--- src/rtl/rv_arb_pkg.sv ---
// Shared constants, types and helpers for the round-robin ready/valid arbiter.
// Lock states are consumed only when RV_ARB_LOCK_EN is defined.
package rv_arb_pkg;

    localparam int N_DEF      = 4;
    localparam int DATA_W_DEF = 8;

    // Packet-lock FSM: IDLE arbitrates every beat, LOCKED pins the grant.
    typedef enum logic [0:0] {
        LOCK_IDLE   = 1'b0,
        LOCK_LOCKED = 1'b1
    } lock_state_e;

    // Width of a source index for n requesters (never below one bit).
    function automatic int src_w(input int n);
        return (n > 1) ? $clog2(n) : 1;
    endfunction

endpackage

--- src/rtl/rv_rr_pick.sv ---
// Combinational rotate-priority picker: the first set bit of req at or after
// ptr wins, wrapping modulo N back to index 0.
module rv_rr_pick
    import rv_arb_pkg::*;
#(
    parameter int N  = N_DEF,
    parameter int SW = src_w(N_DEF)
) (
    input  logic [N-1:0]  req,
    input  logic [SW-1:0] ptr,
    output logic [SW-1:0] grant,
    output logic          any
);

    logic [N-1:0] hi_req;
    logic [SW-1:0] hi_grant;
    logic [SW-1:0] lo_grant;

    // Requests at or above the pointer take precedence over wrapped ones.
    generate
        for (genvar gi = 0; gi < N; gi++) begin : g_mask
            assign hi_req[gi] = req[gi] && (gi >= int'(ptr));
        end
    endgenerate

    always_comb begin
        hi_grant = '0;
        lo_grant = '0;
        for (int i = N - 1; i >= 0; i--) begin
            if (hi_req[i]) begin
                hi_grant = SW'(i);
            end
            if (req[i]) begin
                lo_grant = SW'(i);
            end
        end
    end

    assign any   = |req;
    assign grant = (|hi_req) ? hi_grant : lo_grant;

endmodule

--- src/rtl/rv_rr_arbiter.sv ---
// Round-robin arbiter merging N ready/valid requesters into one registered
// egress beat tagged with its source. Define RV_ARB_LOCK_EN for packet locking.
module rv_rr_arbiter
    import rv_arb_pkg::*;
#(
    parameter int N      = N_DEF,
    parameter int DATA_W = DATA_W_DEF
) (
    input  logic                  clk,
    input  logic                  rst_n,
    input  logic [N-1:0]          req_valid,
    input  logic [N*DATA_W-1:0]   req_data,
    input  logic [N-1:0]          req_last,
    output logic [N-1:0]          req_ready,
    output logic                  out_valid,
    input  logic                  out_ready,
    output logic [DATA_W-1:0]     out_data,
    output logic [$clog2(N)-1:0]  out_src,
    output logic                  out_last
);

    localparam int SW = $clog2(N);

    logic              out_valid_reg;
    logic [DATA_W-1:0] out_data_reg;
    logic [SW-1:0]     out_src_reg;
    logic              out_last_reg;
    logic [SW-1:0]     ptr_reg;

    logic [SW-1:0]     pick_grant;
    logic              pick_any;
    logic [SW-1:0]     grant;
    logic              accept;
    logic              xfer;
    logic [SW-1:0]     ptr_next;
    logic [DATA_W-1:0] data_arr [N];

    rv_rr_pick #(
        .N  (N),
        .SW (SW)
    ) u_pick (
        .req   (req_valid),
        .ptr   (ptr_reg),
        .grant (pick_grant),
        .any   (pick_any)
    );

    generate
        for (genvar gi = 0; gi < N; gi++) begin : g_slice
            assign data_arr[gi] = req_data[gi*DATA_W +: DATA_W];
        end
    endgenerate

`ifdef RV_ARB_LOCK_EN
    localparam logic [0:0] ST_IDLE   = 1'(LOCK_IDLE);
    localparam logic [0:0] ST_LOCKED = 1'(LOCK_LOCKED);

    logic [0:0]    state_reg;
    logic [SW-1:0] lock_src_reg;

    // While locked, only the packet owner may be granted, valid or not.
    assign grant = (state_reg == ST_LOCKED) ? lock_src_reg : pick_grant;

    always_ff @(posedge clk or negedge rst_n) begin
        if (!rst_n) begin
            state_reg    <= ST_IDLE;
            lock_src_reg <= '0;
        end else if (xfer) begin
            if (state_reg == ST_IDLE && !req_last[grant]) begin
                state_reg    <= ST_LOCKED;
                lock_src_reg <= grant;
            end else if (state_reg == ST_LOCKED && req_last[grant]) begin
                state_reg <= ST_IDLE;
            end
        end
    end
`else
    assign grant = pick_grant;
`endif

    assign accept = !out_valid_reg || out_ready;
    assign xfer   = accept && pick_any && req_valid[grant];

    // Ready is held low throughout reset even though the register reads empty.
    generate
        for (genvar gi = 0; gi < N; gi++) begin : g_ready
            assign req_ready[gi] = rst_n && accept && pick_any && (grant == SW'(gi));
        end
    endgenerate

    assign ptr_next = (grant == SW'(N - 1)) ? '0 : grant + 1'b1;

    always_ff @(posedge clk or negedge rst_n) begin
        if (!rst_n) begin
            out_valid_reg <= 1'b0;
            out_data_reg  <= '0;
            out_src_reg   <= '0;
            out_last_reg  <= 1'b0;
            ptr_reg       <= '0;
        end else if (xfer) begin
            out_valid_reg <= 1'b1;
            out_data_reg  <= data_arr[grant];
            out_src_reg   <= grant;
            out_last_reg  <= req_last[grant];
            ptr_reg       <= ptr_next;
        end else if (out_ready) begin
            out_valid_reg <= 1'b0;
        end
    end

    assign out_valid = out_valid_reg;
    assign out_data  = out_data_reg;
    assign out_src   = out_src_reg;
    assign out_last  = out_last_reg;

endmodule

--- config.mk ---
export PLATFORM = sky130hd
export DESIGN_NAME = rv_rr_arbiter
export DESIGN_NICKNAME = d
export VERILOG_FILES = /design/src/rtl/rv_arb_pkg.sv /design/src/rtl/rv_rr_pick.sv /design/src/rtl/rv_rr_arbiter.sv
export SDC_FILE = /design/constraint.sdc
export NUM_CORES = 1
export LEC_CHECK = 0
export CORE_MARGIN = 4
export CORE_UTILIZATION = 57
export DETAILED_ROUTE_END_ITERATION = 8
export DONT_BUFFER_PORTS = 1
export MAX_ROUTING_LAYER = met4
export PLACE_DENSITY = 0.75
export SKIP_CTS_REPAIR_TIMING = 1
export SYNTH_ARGS = -nofsm -noshare
export SYNTH_HDL_FRONTEND = slang
export SYNTH_HIERARCHICAL = 1
export SYNTH_SLANG_ARGS = --single-unit
--- constraint.sdc ---
create_clock -name clk -period 3.2 [get_ports clk]
set_clock_uncertainty 0.15 [all_clocks]
set_input_delay 0.32 -clock clk [delete_from_list [all_inputs] [get_ports clk]]
set_output_delay 0.32 -clock clk [all_outputs]
set_load 0.01 [all_outputs]
==> results of run 1 <==
-- worst reg2reg max path, cell delays in order, from the launching register on --
cell	delay, ns
dfrtp_1	0.42
nor3b_1	0.15
a211oi_1	0.24
nor2_1	0.07
buf_4	0.19
mux2i_1	0.16
a211oi_2	0.29
o21a_4	0.31
mux2_2	0.37
-- final timing paths --
path                               end  slack (ns)  cells past startpoint          from
setup / recovery              out_last        0.75                      8    ptr_reg[0]
hold / removal             out_data[4]        0.24                      2  req_data[28]
setup reg to reg              out_last        0.75                      8    ptr_reg[0]
hold reg to reg             out_src[0]        0.41                      2    out_src[0]
max in group asynchronous  out_data[3]        2.12                      1         rst_n
min in group asynchronous   ptr_reg[1]        0.36                      1         rst_n
-- layer usage --
layer,up-vias,track usage (%),routed length (um)
met5,-,-,0
met3,2,6.12,193
met1,341,19.8,816
li1,302,-,-
met2,37,28.8,1050
met4,0,9.42,15
-- power by group through the flow --
stage                     clock [mW]  combinational (mW)  sequential, mW
after floorplan                    0               0.488           0.364
after global placement             0               0.493           0.389
after detailed placement           0               0.509           0.393
after CTS                      0.132               0.509           0.390
after global routing           0.145               0.554           0.400
final                          0.127               0.507           0.386
-- cell usage in the layout (no fill, tap or decap), types with 2 or more instances in the layout --
cell type,synthesis,final
mux4_1,6,6
mux4_2,3,3
clkbuf_4,0,3
mux2_4,9,9
mux2i_1,2,2
inv_1,4,4
and3_1,4,4
nand2b_1,2,2
mux2_2,3,3
ha_1,4,4
buf_4,0,2
nand2_1,4,4
dfrtp_1,14,14
nor2_1,5,5
a211oi_2,2,2
-- cells by family (layout without fill, tap and decap cells) --
group	count (synthesis)	after routing	synth area share [%]
AND/OR/NAND/NOR	20	20	9.99
flip-flops	14	14	33.3
multiplexers	23	23	39.4
AO/OA/AOI/OAI	8	8	6.90
adder cells (fa/ha/maj)	4	4	4.76
buffers and inverters	7	11	5.71
-- per-stage QoR --
| step | setup slack (ns) | std cells | utilization (%) |
|---|---|---|---|
| after CTS | 0.762 | 104 | 62.4 |
| after detailed placement | 0.778 | 100 | 60.4 |
| after floorplan | 0.831 | 76 | - |
| after global routing | 0.668 | 105 | 63.0 |
| after global placement | 0.864 | 100 | 60.4 |
| final | 0.748 | 105 | 63.0 |
-- layout make-up --
class	instances	share of cell area, %
well taps	25	2.84
multi-input cells	55	58.4
repair buffers	3	2.28
clock buffers	4	3.30
inverters	4	1.37
flip-flops and latches	14	31.9
==> results.toml, run 1 <==
[final_layout]
drive_above_1_share_pct = 31.3
syn2layout_area_growth_pct = 4.52
design_area_um2 = 1100
fill_cells = 131
seqCellArea_um2 = 350
antenna-diode-count = 0
nets = 128
multiInputGateArea_um2 = 642
largest_reg_flops = 8

[grt]
antenna_found_initial = 0
grt_usage_pct = 18.0
grt_max_degree = 19
grt_pass1_vias = 720
grt_pass1_wl_mm = 3.32
grt_overflow_total = 0

[sta]
slew_headroom_pct = 55.7
tns_ns = 0
fin_crit_sh_pct = 76.6
whs_ns = 0.238
tightest_slew_ns = 0.663
hold_violations = 0
rsz0062_at_grt = "no"
fmax_mhz = 408
slew_violations = 0
fin_crit_ns = 2.45
setup_viol = 0

[routing]
ant_nets = 0
drcViolationCount = 0
wire_per_inst_um = 19.8
vias = 682
wirelength_mm = 2.08
dr.pass1.iters = 4
avgViaCountPerCell = 6.50
drt_first_iter_violations = 10

[place]
placed_area_um2 = 1050
portBuffers = 0
place.gp.congestion = 0.833
hpwl_mm = 1.62

[critical_path]
cp_slowest_cell = "dfrtp_1"
max_stage_delay_ns = 0.42
timing_worst_setup_path_type = "reg2reg"
crit_required_ns = 3.21
timing.critical_path.fanout_max = 15
worstPathCellList = "nor3b_1 -> a211oi_1 -> nor2_1 -> buf_4 -> mux2i_1 -> a211oi_2 -> o21a_4 -> mux2_2"
cp_data_arrival_time_ns = 2.47
startpoint_type = "flip-flop"
path_delay_family = "compound AO/OA/AOI/OAI gates"
critPathBufInv = 1
endpoint_kind = "flip-flop"

[power_and_ir_drop]
p_comb_share_pct = 49.7
ir_worst_vdd_mv = 0.453
internal_power_uw = 648
clock_power_share_pct = 12.5
finalPower_mw = 1.02
p_leak_nw = 0.504
powerDensity_nw_per_um2 = 927
p_seq_share_pct = 37.9
net-switching-power_uw = 371
swShare_pct = 36.4

[yosys]
synth_fp_nets = 123
synth_flop_cell = "dfrtp_1"
ys_warn_count = 6
ys_types = 27
yosysTopAreaCellShare_pct = 33.3
synth.most_common_cell = "dfrtp_1"
synth_seq_cells = 14
netlist_top_cells_area = "dfrtp_1 33%, mux4_1 15%, mux2_4 13%"
syn-cell-area_um2 = 1050
netlist_instances = 76
synth_area_leader_cell = "dfrtp_1"
synth.top_cells.by_count = "14 x dfrtp_1, 9 x mux2_4, 6 x mux4_1"
async_flop_share_pct = 100
ys_seq_area_share_pct = 33.3
syn_avg_cell_area_um2 = 13.8
synth_edf_count = 0

[cts]
cts_buffers = 3
clkLatencyLatePin_ns = 0.28
clk_path_buf_depth = 2
cts_tree = "built"
htree_levels = 1
clk_pin_slew_ns = 0.09
clock-sinks = 14
cts-root-buf = "clkbuf_4"

[floorplan]
initial_core_util_pct = 60.3
pin_count = 59
dieHeight_um = 51.0
row_count = 15
core_um2 = 1750
die_w_um = 51.0
die-area_um2 = 2600

[hold_path]
hp-class = "in2reg"

[flow_run]
cap_violations = 0

[outcome]
outcome = "finished, final reports clean"
(Power assumes the default switching activity.)
==> inputs of run 2 (changes only) <==
CORE_UTILIZATION = 55   (was 57)
PLACE_DENSITY = 0.76   (was 0.75)
clock period = 2.2 ns   (was 3.2 ns; I/O delays follow)
==> run 2 against run 1 <==
The run now ends with setup timing left. Cell area is 14% higher. Combinational power rose by 100%. Clock-buffer cell count unchanged. Critical path type is now reg2out.
==> results.toml, run 2 (same netlist as run 1, synthesis figures left out) <==
[outcome]
outcome = "finished with violations"
violations = "setup timing"

[critical_path]
endpoint_kind = "output pin"
reg2reg_from = "ptr_reg[1]"
critical_path.startpoint = "ptr_reg[1]"
timing.critical_path.fanout_max = 12
timing_worst_setup_path_type = "reg2out"
ff2ff_path_depth = 6
r2r_end = "out_data[2]"
startpoint_type = "flip-flop"
crit_required_ns = 1.83
r2r_slack_ns = -0.09
critPathCapture = "req_ready[0]"
cp_data_arrival_time_ns = 1.93

[power_and_ir_drop]
ir_worst_vdd_mv = 0.806
p_leak_nw = 0.548
swShare_pct = 36.0
internal_power_mw = 1.13
p_seq_share_pct = 32.0
clock_power_share_pct = 10.3
p_comb_share_pct = 57.7
powerDensity_nw_per_um2 = 1400
net-switching-power_uw = 635

[floorplan]
pin_count = 59
die_w_um = 51.7
initial_core_util_pct = 59.6
core_um2 = 1760
die-area_um2 = 2680
dieHeight_um = 51.7
row_count = 15

[final_layout]
syn2layout_area_growth_pct = 19.5
most-common-layout-cells = "13 x buf_4, 12 x dfrtp_1, 10 x mux2_4, 8 x mux4_2"
fill_cells = 132
final_cells = 118
antenna-diode-count = 0
multiInputGateArea_um2 = 694
largest_reg_flops = 8
seqCellArea_um2 = 353
drive_above_1_share_pct = 59.1
final_common_cell = "buf_4"
nets = 141
design_area_um2 = 1260

[routing]
wirelength_mm = 2.41
vias = 729
wire_per_inst_um = 20.4
drt_first_iter_violations = 11
ant_nets = 0
drcViolationCount = 0
dr.pass1.iters = 4
avgViaCountPerCell = 6.18

[cts]
clock-sinks = 14
htree_levels = 1
clkLatencyLatePin_ns = 0.28
cts_tree = "built"
cts_buffers = 3
clk_path_buf_depth = 2
cts-root-buf = "clkbuf_4"
clk_pin_slew_ns = 0.08

[sta]
hold_violations = 0
fin_ws_ns = -0.0976
tightest_slew_ns = 0.635
slew_headroom_pct = 57.5
fin_crit_ns = 2.30
slew_violations = 0
rsz0062_at_grt = "yes"
fmax_mhz = 435
setup_viol = 12
fin_crit_sh_pct = 104

[grt]
grt_max_degree = 19
grt_pass1_wl_mm = 3.51
antenna_found_initial = 0
grt_usage_pct = 18.2
grt_pass1_vias = 748
grt_overflow_total = 0

[place]
dp_cells = 104
place.gp.congestion = 0.749
placed_area_um2 = 1090
hpwl_mm = 1.68
portBuffers = 0

[flow_run]
cap_violations = 0

[hold_path]
hp-class = "in2reg"
hp-start = "req_data[24]"
-- run 2: layout make-up --
type	count	area share (%)
Timing Repair Buffer	15	10.1
Inverter	4	1.19
Tap cell	25	2.49
Clock buffer	4	2.89
Sequential cell	14	28.1
Multi-Input combinational cell	56	55.2
-- run 2: worst min path at each step --
stage / end / slack [ns] / cells past startpoint
final: out_data[0] / 0.15 / 2
after global routing: out_data[6] / 0.13 / 2
after CTS: ptr_reg[1] / -0.54 / 0
after detailed placement: out_data[7] / -0.23 / 0
after global placement: out_data[1] / -0.23 / 0
after floorplan: out_data[0] / -0.23 / 0
-- run 2: worst max-delay path, stage by stage (launching register included) --
cell      delay, ns
dfrtp_2        0.46
mux2i_2        0.18
a211oi_4       0.34
buf_12         0.18
inv_1          0.07
ha_1           0.24
and3_4         0.17
-- run 2: per-layer routing --
| layer | GRT usage (%) | share of wire [%] | vias up | routed length (um) |
|---|---|---|---|---|
| met2 | 29.7 | 49 | 49 | 1190 |
| li1 | - | - | 324 | - |
| met3 | 8.60 | 11 | 4 | 260 |
| met4 | 2.62 | 2.0 | 0 | 47 |
| met5 | - | 0 | - | 0 |
| met1 | 21.1 | 38 | 352 | 913 |
-- run 2: stage by stage --
| step | power, mW | util (%) | setup slack [ns] | TNS (ns) | hold WS (ns) |
|---|---|---|---|---|---|
| 2_1_floorplan | 1.27 | - | -0.0201 | -0.141 | -0.226 |
| 3_3_place_gp | 1.38 | 61.8 | -0.0907 | -0.679 | -0.225 |
| 3_5_place_dp | 1.41 | 61.8 | -0.135 | -1.10 | -0.225 |
| 4_1_cts | 1.60 | 63.9 | -0.132 | -1.48 | -0.538 |
| 5_1_grt | 1.88 | 71.3 | -0.160 | -1.77 | 0.130 |
| 6_report | 1.76 | 71.3 | -0.0976 | -0.617 | 0.146 |
-- run 2: power groups by stage --
stage          registers, mW  logic (mW)  clock network [mW]
5_1_grt                0.584        1.10               0.203
4_1_cts                0.558       0.852               0.189
3_3_place_gp           0.559       0.820                   0
6_report               0.564        1.02               0.181
2_1_floorplan          0.530       0.739                   0
3_5_place_dp           0.562       0.844                   0
